File: src/rtl/uart_rx.sv
// uart_rx: 8N1 UART receiver with oversampling bit recovery and a 16-entry
// receive FIFO. Good bytes are queued for the host; framing errors and
// overruns are reported as single-cycle pulses.
module uart_rx #(
  parameter int CLKS_PER_BIT = 16
) (
  input  logic       clk,
  input  logic       rst,
  input  logic       rx,
  input  logic       pop,
  output logic [7:0] data_out,
  output logic       fifo_empty,
  output logic       fifo_full,
  output logic [4:0] count,
  output logic       rx_busy,
  output logic       frame_err,
  output logic       overrun
);

  localparam int H   = CLKS_PER_BIT / 2;
  localparam int BCW = $clog2(CLKS_PER_BIT);

  // Mid start bit and end of a full bit period, in bit-counter units.
  localparam logic [BCW-1:0] BC_MID  = BCW'(H - 1);
  localparam logic [BCW-1:0] BC_LAST = BCW'(CLKS_PER_BIT - 1);

  typedef enum logic [1:0] {
    IDLE  = 2'd0,
    START = 2'd1,
    DATA  = 2'd2,
    STOP  = 2'd3
  } state_t;

  // Synchronizer flops; both idle high so reset never looks like a start bit.
  logic rx_meta_reg;
  logic rx_s_reg;

  // Receiver state.
  state_t         state_reg;
  logic [BCW-1:0] bc_reg;
  logic [2:0]     bi_reg;
  logic [7:0]     shift_reg;
  logic           frame_err_reg;

  // FIFO state. Storage has no reset: the count alone decides validity.
  logic [7:0] mem [16];
  logic [3:0] wr_ptr_reg;
  logic [3:0] rd_ptr_reg;
  logic [4:0] count_reg;
  logic       overrun_reg;

  // Write attempt happens on the stop-sample edge when the stop bit is high.
  logic wr_try;
  logic wr_accept;
  logic rd_accept;

  // Two-flop synchronizer for the asynchronous serial line.
  always_ff @(posedge clk) begin
    if (rst) begin
      rx_meta_reg <= 1'b1;
      rx_s_reg    <= 1'b1;
    end else begin
      rx_meta_reg <= rx;
      rx_s_reg    <= rx_meta_reg;
    end
  end

  // Frame FSM: find start edge, verify mid start bit, sample 8 data bits and
  // the stop bit at bit-period intervals from the verified start point.
  always_ff @(posedge clk) begin
    if (rst) begin
      state_reg     <= IDLE;
      bc_reg        <= '0;
      bi_reg        <= 3'd0;
      shift_reg     <= 8'h00;
      frame_err_reg <= 1'b0;
    end else begin
      frame_err_reg <= 1'b0;
      case (state_reg)
        IDLE: begin
          if (!rx_s_reg) begin
            state_reg <= START;
            bc_reg    <= '0;
          end
        end
        START: begin
          if (bc_reg == BC_MID) begin
            if (rx_s_reg) begin
              // Line went back high before mid start bit: treat as glitch.
              state_reg <= IDLE;
            end else begin
              state_reg <= DATA;
              bc_reg    <= '0;
              bi_reg    <= 3'd0;
            end
          end else begin
            bc_reg <= bc_reg + BCW'(1);
          end
        end
        DATA: begin
          if (bc_reg == BC_LAST) begin
            // LSB arrives first, so shift in from the top.
            shift_reg <= {rx_s_reg, shift_reg[7:1]};
            bc_reg    <= '0;
            if (bi_reg == 3'd7) begin
              state_reg <= STOP;
            end else begin
              bi_reg <= bi_reg + 3'd1;
            end
          end else begin
            bc_reg <= bc_reg + BCW'(1);
          end
        end
        STOP: begin
          if (bc_reg == BC_LAST) begin
            // Leave at mid stop bit so a back-to-back start edge is not missed.
            frame_err_reg <= !rx_s_reg;
            state_reg     <= IDLE;
          end else begin
            bc_reg <= bc_reg + BCW'(1);
          end
        end
        default: state_reg <= IDLE;
      endcase
    end
  end

  assign wr_try    = (state_reg == STOP) && (bc_reg == BC_LAST) && rx_s_reg;
  // A pop in the same cycle frees the slot, so a full FIFO can still accept.
  assign wr_accept = wr_try && ((count_reg != 5'd16) || pop);
  // Pop on an empty FIFO is ignored, even when a write lands the same cycle.
  assign rd_accept = pop && (count_reg != 5'd0);

  // FIFO storage write port.
  always_ff @(posedge clk) begin
    if (wr_accept) begin
      mem[wr_ptr_reg] <= shift_reg;
    end
  end

  // FIFO pointers, occupancy and overrun pulse.
  always_ff @(posedge clk) begin
    if (rst) begin
      wr_ptr_reg  <= 4'd0;
      rd_ptr_reg  <= 4'd0;
      count_reg   <= 5'd0;
      overrun_reg <= 1'b0;
    end else begin
      overrun_reg <= wr_try && (count_reg == 5'd16) && !pop;
      if (wr_accept) begin
        wr_ptr_reg <= wr_ptr_reg + 4'd1;
      end
      if (rd_accept) begin
        rd_ptr_reg <= rd_ptr_reg + 4'd1;
      end
      if (wr_accept && !rd_accept) begin
        count_reg <= count_reg + 5'd1;
      end else if (!wr_accept && rd_accept) begin
        count_reg <= count_reg - 5'd1;
      end
    end
  end

  assign data_out   = (count_reg == 5'd0) ? 8'h00 : mem[rd_ptr_reg];
  assign fifo_empty = (count_reg == 5'd0);
  assign fifo_full  = (count_reg == 5'd16);
  assign count      = count_reg;
  assign rx_busy    = (state_reg != IDLE);
  assign frame_err  = frame_err_reg;
  assign overrun    = overrun_reg;

endmodule

File: config.mk
export PLATFORM = sky130hd
export DESIGN_NAME = uart_rx
export DESIGN_NICKNAME = d
export VERILOG_FILES = /design/src/rtl/uart_rx.sv
export SDC_FILE = /design/constraint.sdc
export NUM_CORES = 1
export LEC_CHECK = 0
export BUFFER_PORTS_ARGS = -buffer_cell sky130_fd_sc_hd__buf_2
export CAP_MARGIN = 25
export CELL_PAD_IN_SITES_DETAIL_PLACEMENT = 1
export CELL_PAD_IN_SITES_GLOBAL_PLACEMENT = 1
export CORE_MARGIN = 4
export CORE_UTILIZATION = 45
export CTS_CLUSTER_SIZE = 30
export DETAILED_ROUTE_END_ITERATION = 6
export GPL_ROUTABILITY_DRIVEN = 0
export PLACE_DENSITY = 0.67
export SYNTH_ARGS = -nofsm -noshare
export SYNTH_HDL_FRONTEND = slang
export SYNTH_SLANG_ARGS = --single-unit
File: constraint.sdc
create_clock -name clk -period 2.45 [get_ports clk]
set_clock_uncertainty 0.1 [all_clocks]
set_input_delay 0.49 -clock clk [delete_from_list [all_inputs] [get_ports clk]]
set_output_delay 0.49 -clock clk [all_outputs]
set_load 0.02 [all_outputs]
; ---- After elaboration in Yosys (flattened, before gate mapping)
; Memory sizes are Yosys's and may differ from the RTL's. A register that Yosys moved wholly into a read port is not among the register bits.
; Index checks and enable logic that the tools add are counted.
[totals]
reg_bits = 34
n_memories = 1
ramBits = 128
word_cells = 83
output_inout_bits = 18
[classes]
bitwise = 2
add_sub_neg = 6
n_reduce_logical = 23
mux = 24
n_eq_ne = 16
[memory_table]
columns = memory, words, width, rd, rd_ports_with_merged_regs, write_ports, line
row1 = mem, 16, 8, 1, 1, 1, 46  ; logic [7:0] mem [16];
[op_table]
columns = op, n
row1 = 4-bit two-way mux, 6
row2 = 2-bit != test (second input constant), 8
row3 = 4-bit case mux with 4 select lines, 1
row4 = 4-bit by 1-bit adder with 4-bit output (second input constant), 3
row5 = 2-bit two-way mux, 6
row6 = 3-bit two-way mux, 4
row7 = 5-bit two-way mux, 2
row8 = 5-bit AND reduction, 2
row9 = 1-bit logical AND, 8
row10 = 8-bit two-way mux, 1
row11 = 2-bit case mux with 4 select lines, 1
row12 = 3-bit case mux with 2 select lines, 1
row13 = 2-bit nonzero test, 3
row14 = 5-bit by 1-bit adder with 5-bit output (second input constant), 1
row15 = 5-bit equality test (second input constant), 1
row16 = 5-bit logical NOT, 1
row17 = 5-bit != test (second input constant), 1
row18 = 5-bit nonzero test, 1
row19 = 5-bit by 1-bit subtractor with 5-bit output (second input constant), 1
row20 = 2-bit equality test (second input constant), 2
row21 = 4-bit by 3-bit equality test with 1-bit output (second input constant), 1
row22 = 4-bit equality test (second input constant), 1
row23 = 1-bit logical NOT, 4
row24 = 3-bit by 1-bit adder with 3-bit output (second input constant), 1
row25 = 8 further kinds, 10

; ---- Longest topological paths before layout
[logic_depth]
ltp_word = 8
mapped_depth = 10
depth_no_buf = 10

; ---- Worst setup path before layout
; OpenSTA, ideal clock, no wires.
[synth_path]
kind = reg-to-reg
start = register count_reg[0] (netlist: count[0])
end = register count_reg[4] (netlist: count[4])
t_arrival_ps = 2538
stages_incl_launch_ff = 10
synth_period_minus_slack_ps = 2759
setup_slack_ps = -309
cell_sequence = dfxtp_1 or4_4 o21ai_4 ha_1 inv_1 ha_1 a21oi_1 a211oi_1 a31oi_1 mux2_2
[synth_via]
elab_chain_cells = 6
word_cells_on_any_way = 14
[synth_rtl]
columns = item, line
row1 = from (decl), 49  ; logic [4:0] count_reg;
row2 = from (signal assigned), 157  ; count_reg <= count_reg + 5'd1;
row3 = from (signal assigned), 159  ; count_reg <= count_reg - 5'd1;
row4 = "parallel branches: the longest is 6 deep, another holds 5-bit by 1-bit subtractor with 5-bit output", -
; Parallel ways; which one is timed is not known. The select of a mux whose other input is x is not followed.
; A chain may end at the register's enable or synchronous reset.

==> flow_summary.ini <==
[drt]
detailedRoute.firstIterationViolations = 309
final_antenna_net_count = 0
wl_met3_um = 682
vias_per_cell = 5.516
detail_route.wl_per_cell_um = 21.91
wirelength_met1_um = 6642
drcViolationCount = 0
wirelength_um = 15120
pre_antenna_drt_iters = 4
met2_length_um = 7586
vias = 3806
top_layer = met4

[grt]
grt.overflow.total = 0
grt_first_pass_wirelength_um = 23550
antenna_violations_before_repair = 0
global_routing_usage_summed_across_all_routing_layers_pct = 17.97
grt_pass1_vias = 4189
largest_net_degree_at_the_start_of_global_routing = 24

[worst_setup_path]
crit-reg2reg-launch = count[0]
critical_path_class = reg2out
r2r_cells = 9
worst_setup_path_end_kind = output port
timing.rr.end = count[4]
worst_setup_path_start_kind = flop
timing.critical_path.slowest_stage_cell = sky130_fd_sc_hd__mux4_2
path_cells = buf_12 > buf_12 > mux4_2 > a211oi_4 > a211oi_2 > buf_4
critPathMostFrequentCell = sky130_fd_sc_hd__buf_12
worst-path-max-fanout = 6
timing.critical_path.required_ns = 1.86
worst-endpoint-arrival_ns = 2.10
slowest_delay_ns = 0.53
regToRegSetupSlack_ns = -0.03

[final_layout]
drive_above_1_share_pct = 38.14
area_delta_synth_final_pct = 23.75
layout.cells.most_common = sky130_fd_sc_hd__edfxtp_1
multi_input_comb_area_um2 = 2318
finish.net_count = 511
layoutNonFillerInstCount = 690
post-route-cell-area_um2 = 8483
final_cell_mix = sky130_fd_sc_hd__edfxtp_1, sky130_fd_sc_hd__buf_4, sky130_fd_sc_hd__nor2_1
largest_register_ff_count = 128
antenna-diode-count = 0
layout.filler_cells = 1358
register_area_um2 = 4617

[placement]
place_worst_setup_slack_ns = -0.1141
hpwl_um = 9562
numPortBuffers = 21
placed_cells = 650
placed_area_um2 = 7537

[status]
outcome = complete, but fails checks
failed_checks = setup timing

[clocking]
htree_levels = 4
cts_buffers = 17
cts_root_buf = sky130_fd_sc_hd__clkbuf_16
insertion_delay_ns = 0.42
clkSlewWorstSetupHoldPaths_ns = 0.06
tritoncts = done
clock_path_buffers = 2
tritoncts_num_sinks = 166

[die]
start_util_pct = 46.46
dieArea_um2 = 17270
chipHeight_um = 131.4
io_pins = 22
floorplan.core_area_um2 = 14750
placementRows = 44
chipWidth_um = 131.4

[sta]
worst_slew_margin_rel_pct = 50.81
fin_crit_sh_pct = 109.9
worst_slew_pin_slew_ns = 0.7368
finalSetupViolCount = 9
worst_slack_setup_final_ns = -0.2425
finalHoldViolations = 0
slew_viol_final = 0
min_period_ns = 2.692
achievable-frequency_ghz = 0.3714
grt_setup_unrepaired = yes

[hold_path]
worst_hold_path.endpoint = rx_meta_reg
hold_path_startpoint = rx
hold_path.class = in2reg
hold-path-cell-count = 2

[power_and_ir_drop]
power.static_leakage_uw = 0.002872
vdd.ir_drop.worst_uv = 452.5
powerDensity_nw_per_um2 = 909.1

[synthesis]
synth.distinct_cells = 61
synth-async-reset-ratio_pct = 0
synthesis.area_per_instance_um2 = 16.56
synthesis.area_um2 = 6855
commonest_register_cell_after_synthesis = sky130_fd_sc_hd__edfxtp_1
number_of_enable_flip_flop_cells_after_synthesis = 128
ys_ff_latch = 166
ys_seq_area_share_pct = 67.17
yosysWarningCount = 0
post_synth_inst_count = 414
synth_nets = 431

[flow_run]
drv_cap = 0
## per-stage QoR
step                      power (µW)   TNS, ns  hold WS (ns)  util (%)
final                           7712    -1.528        0.1555     57.50
after global routing            8059    -2.192        0.1463     57.50
after CTS                       7606    -1.960        0.1388     56.61
after detailed placement        4882   -0.1967        0.2957     51.09
after global placement          4839  -0.08116        0.2955     51.09
after floorplan                 4259   -0.2695        0.2895         -
## how the worst max path moves through the flow
| stage | endpoint | cells past startpoint | slack [ns] | start |
|---|---|---|---|---|
| after floorplan | count[4] | 9 | -0.16 | count[1] |
| after global placement | count[4] | 9 | -0.06 | count[1] |
| after detailed placement | count[4] | 9 | -0.11 | count[1] |
| after CTS | data_out[5] | 6 | -0.26 | flop |
| after global routing | data_out[5] | 6 | -0.30 | flop |
| final | data_out[5] | 6 | -0.24 | flop |
## layer usage
layer | GRT usage [%] | up-vias
met5 | 0 | -
met4 | 6.651 | 0
met3 | 4.205 | 18
met2 | 29.43 | 79
met1 | 23.63 | 1929
li1 | - | 1780
## cells by family after synthesis
group | share of synthesized area (%)
flops | 67.17
simple gates | 7.045
mux | 13.93
compound gates | 5.603
buf+inv | 3.012
fa+ha+maj | 2.482
xor+xnor | 0.7666
## critical path, delay by kind of cell (launching register included)
family                 cells  cell delay, ns
multiplexers               1            0.53
buffers and inverters      3            0.44
AO/OA/AOI/OAI              2            0.32
flip-flops                 1            0.39
## Yosys cell counts, types with 2 or more instances
cell type / number / area share [%]
sky130_fd_sc_hd__a211oi_1: 17 / 1.9
sky130_fd_sc_hd__a21oi_1: 7 / 0.51
sky130_fd_sc_hd__a311o_1: 2 / 0.29
sky130_fd_sc_hd__a31oi_1: 4 / 0.36
sky130_fd_sc_hd__a32o_1: 2 / 0.29
sky130_fd_sc_hd__buf_1: 2 / 0.11
sky130_fd_sc_hd__buf_2: 6 / 0.44
sky130_fd_sc_hd__buf_4: 6 / 0.66
sky130_fd_sc_hd__buf_6: 3 / 0.49
sky130_fd_sc_hd__clkbuf_1: 3 / 0.16
sky130_fd_sc_hd__dfxtp_1: 38 / 11
sky130_fd_sc_hd__edfxtp_1: 128 / 56
sky130_fd_sc_hd__ha_1: 12 / 2.2
sky130_fd_sc_hd__inv_1: 10 / 0.55
sky130_fd_sc_hd__mux2i_1: 20 / 2.9
sky130_fd_sc_hd__mux4_1: 3 / 1.1
sky130_fd_sc_hd__mux4_2: 29 / 9.5
sky130_fd_sc_hd__nand2_1: 9 / 0.49
sky130_fd_sc_hd__nand2b_1: 2 / 0.18
sky130_fd_sc_hd__nand3_1: 3 / 0.22
sky130_fd_sc_hd__nor2_1: 40 / 2.2
sky130_fd_sc_hd__nor2b_1: 11 / 1.0
sky130_fd_sc_hd__nor3_1: 8 / 0.58
sky130_fd_sc_hd__nor4_1: 3 / 0.27
sky130_fd_sc_hd__o21a_1: 2 / 0.22
sky130_fd_sc_hd__o21ai_0: 4 / 0.29
sky130_fd_sc_hd__or2_2: 2 / 0.18
sky130_fd_sc_hd__xnor2_1: 2 / 0.26
sky130_fd_sc_hd__xor2_1: 4 / 0.51
## repair_timing
| item | 4_1_cts | 5_1_grt |
|---|---|---|
| pin swaps | 18 | 13 |
| cloned | 2 | 1 |
| hold buffers | 0 | 0 |
| setup endpoints to repair | 11 | 13 |
| setup buffers | 7 | 1 |
| resized for setup | 42 | 26 |
## area by class of cell
type | instances | area share, %
repair buffers | 84 | 8.864
clock inverters | 11 | 1.018
multi-input cells | 215 | 27.33
inverters | 10 | 0.5015
well taps | 184 | 2.714
clock buffers | 20 | 5.147
flip-flops and latches | 166 | 54.42
## power breakdown
group / switching [µW] / internal (µW) / leakage (µW)
logic: 1070 / 1130 / 0.00114
clock network: 1020 / 1370 / 0.000240
registers: 61.0 / 3060 / 0.00150
total: 2150 / 5560 / 0.00287
(Power assumes the default switching activity.)
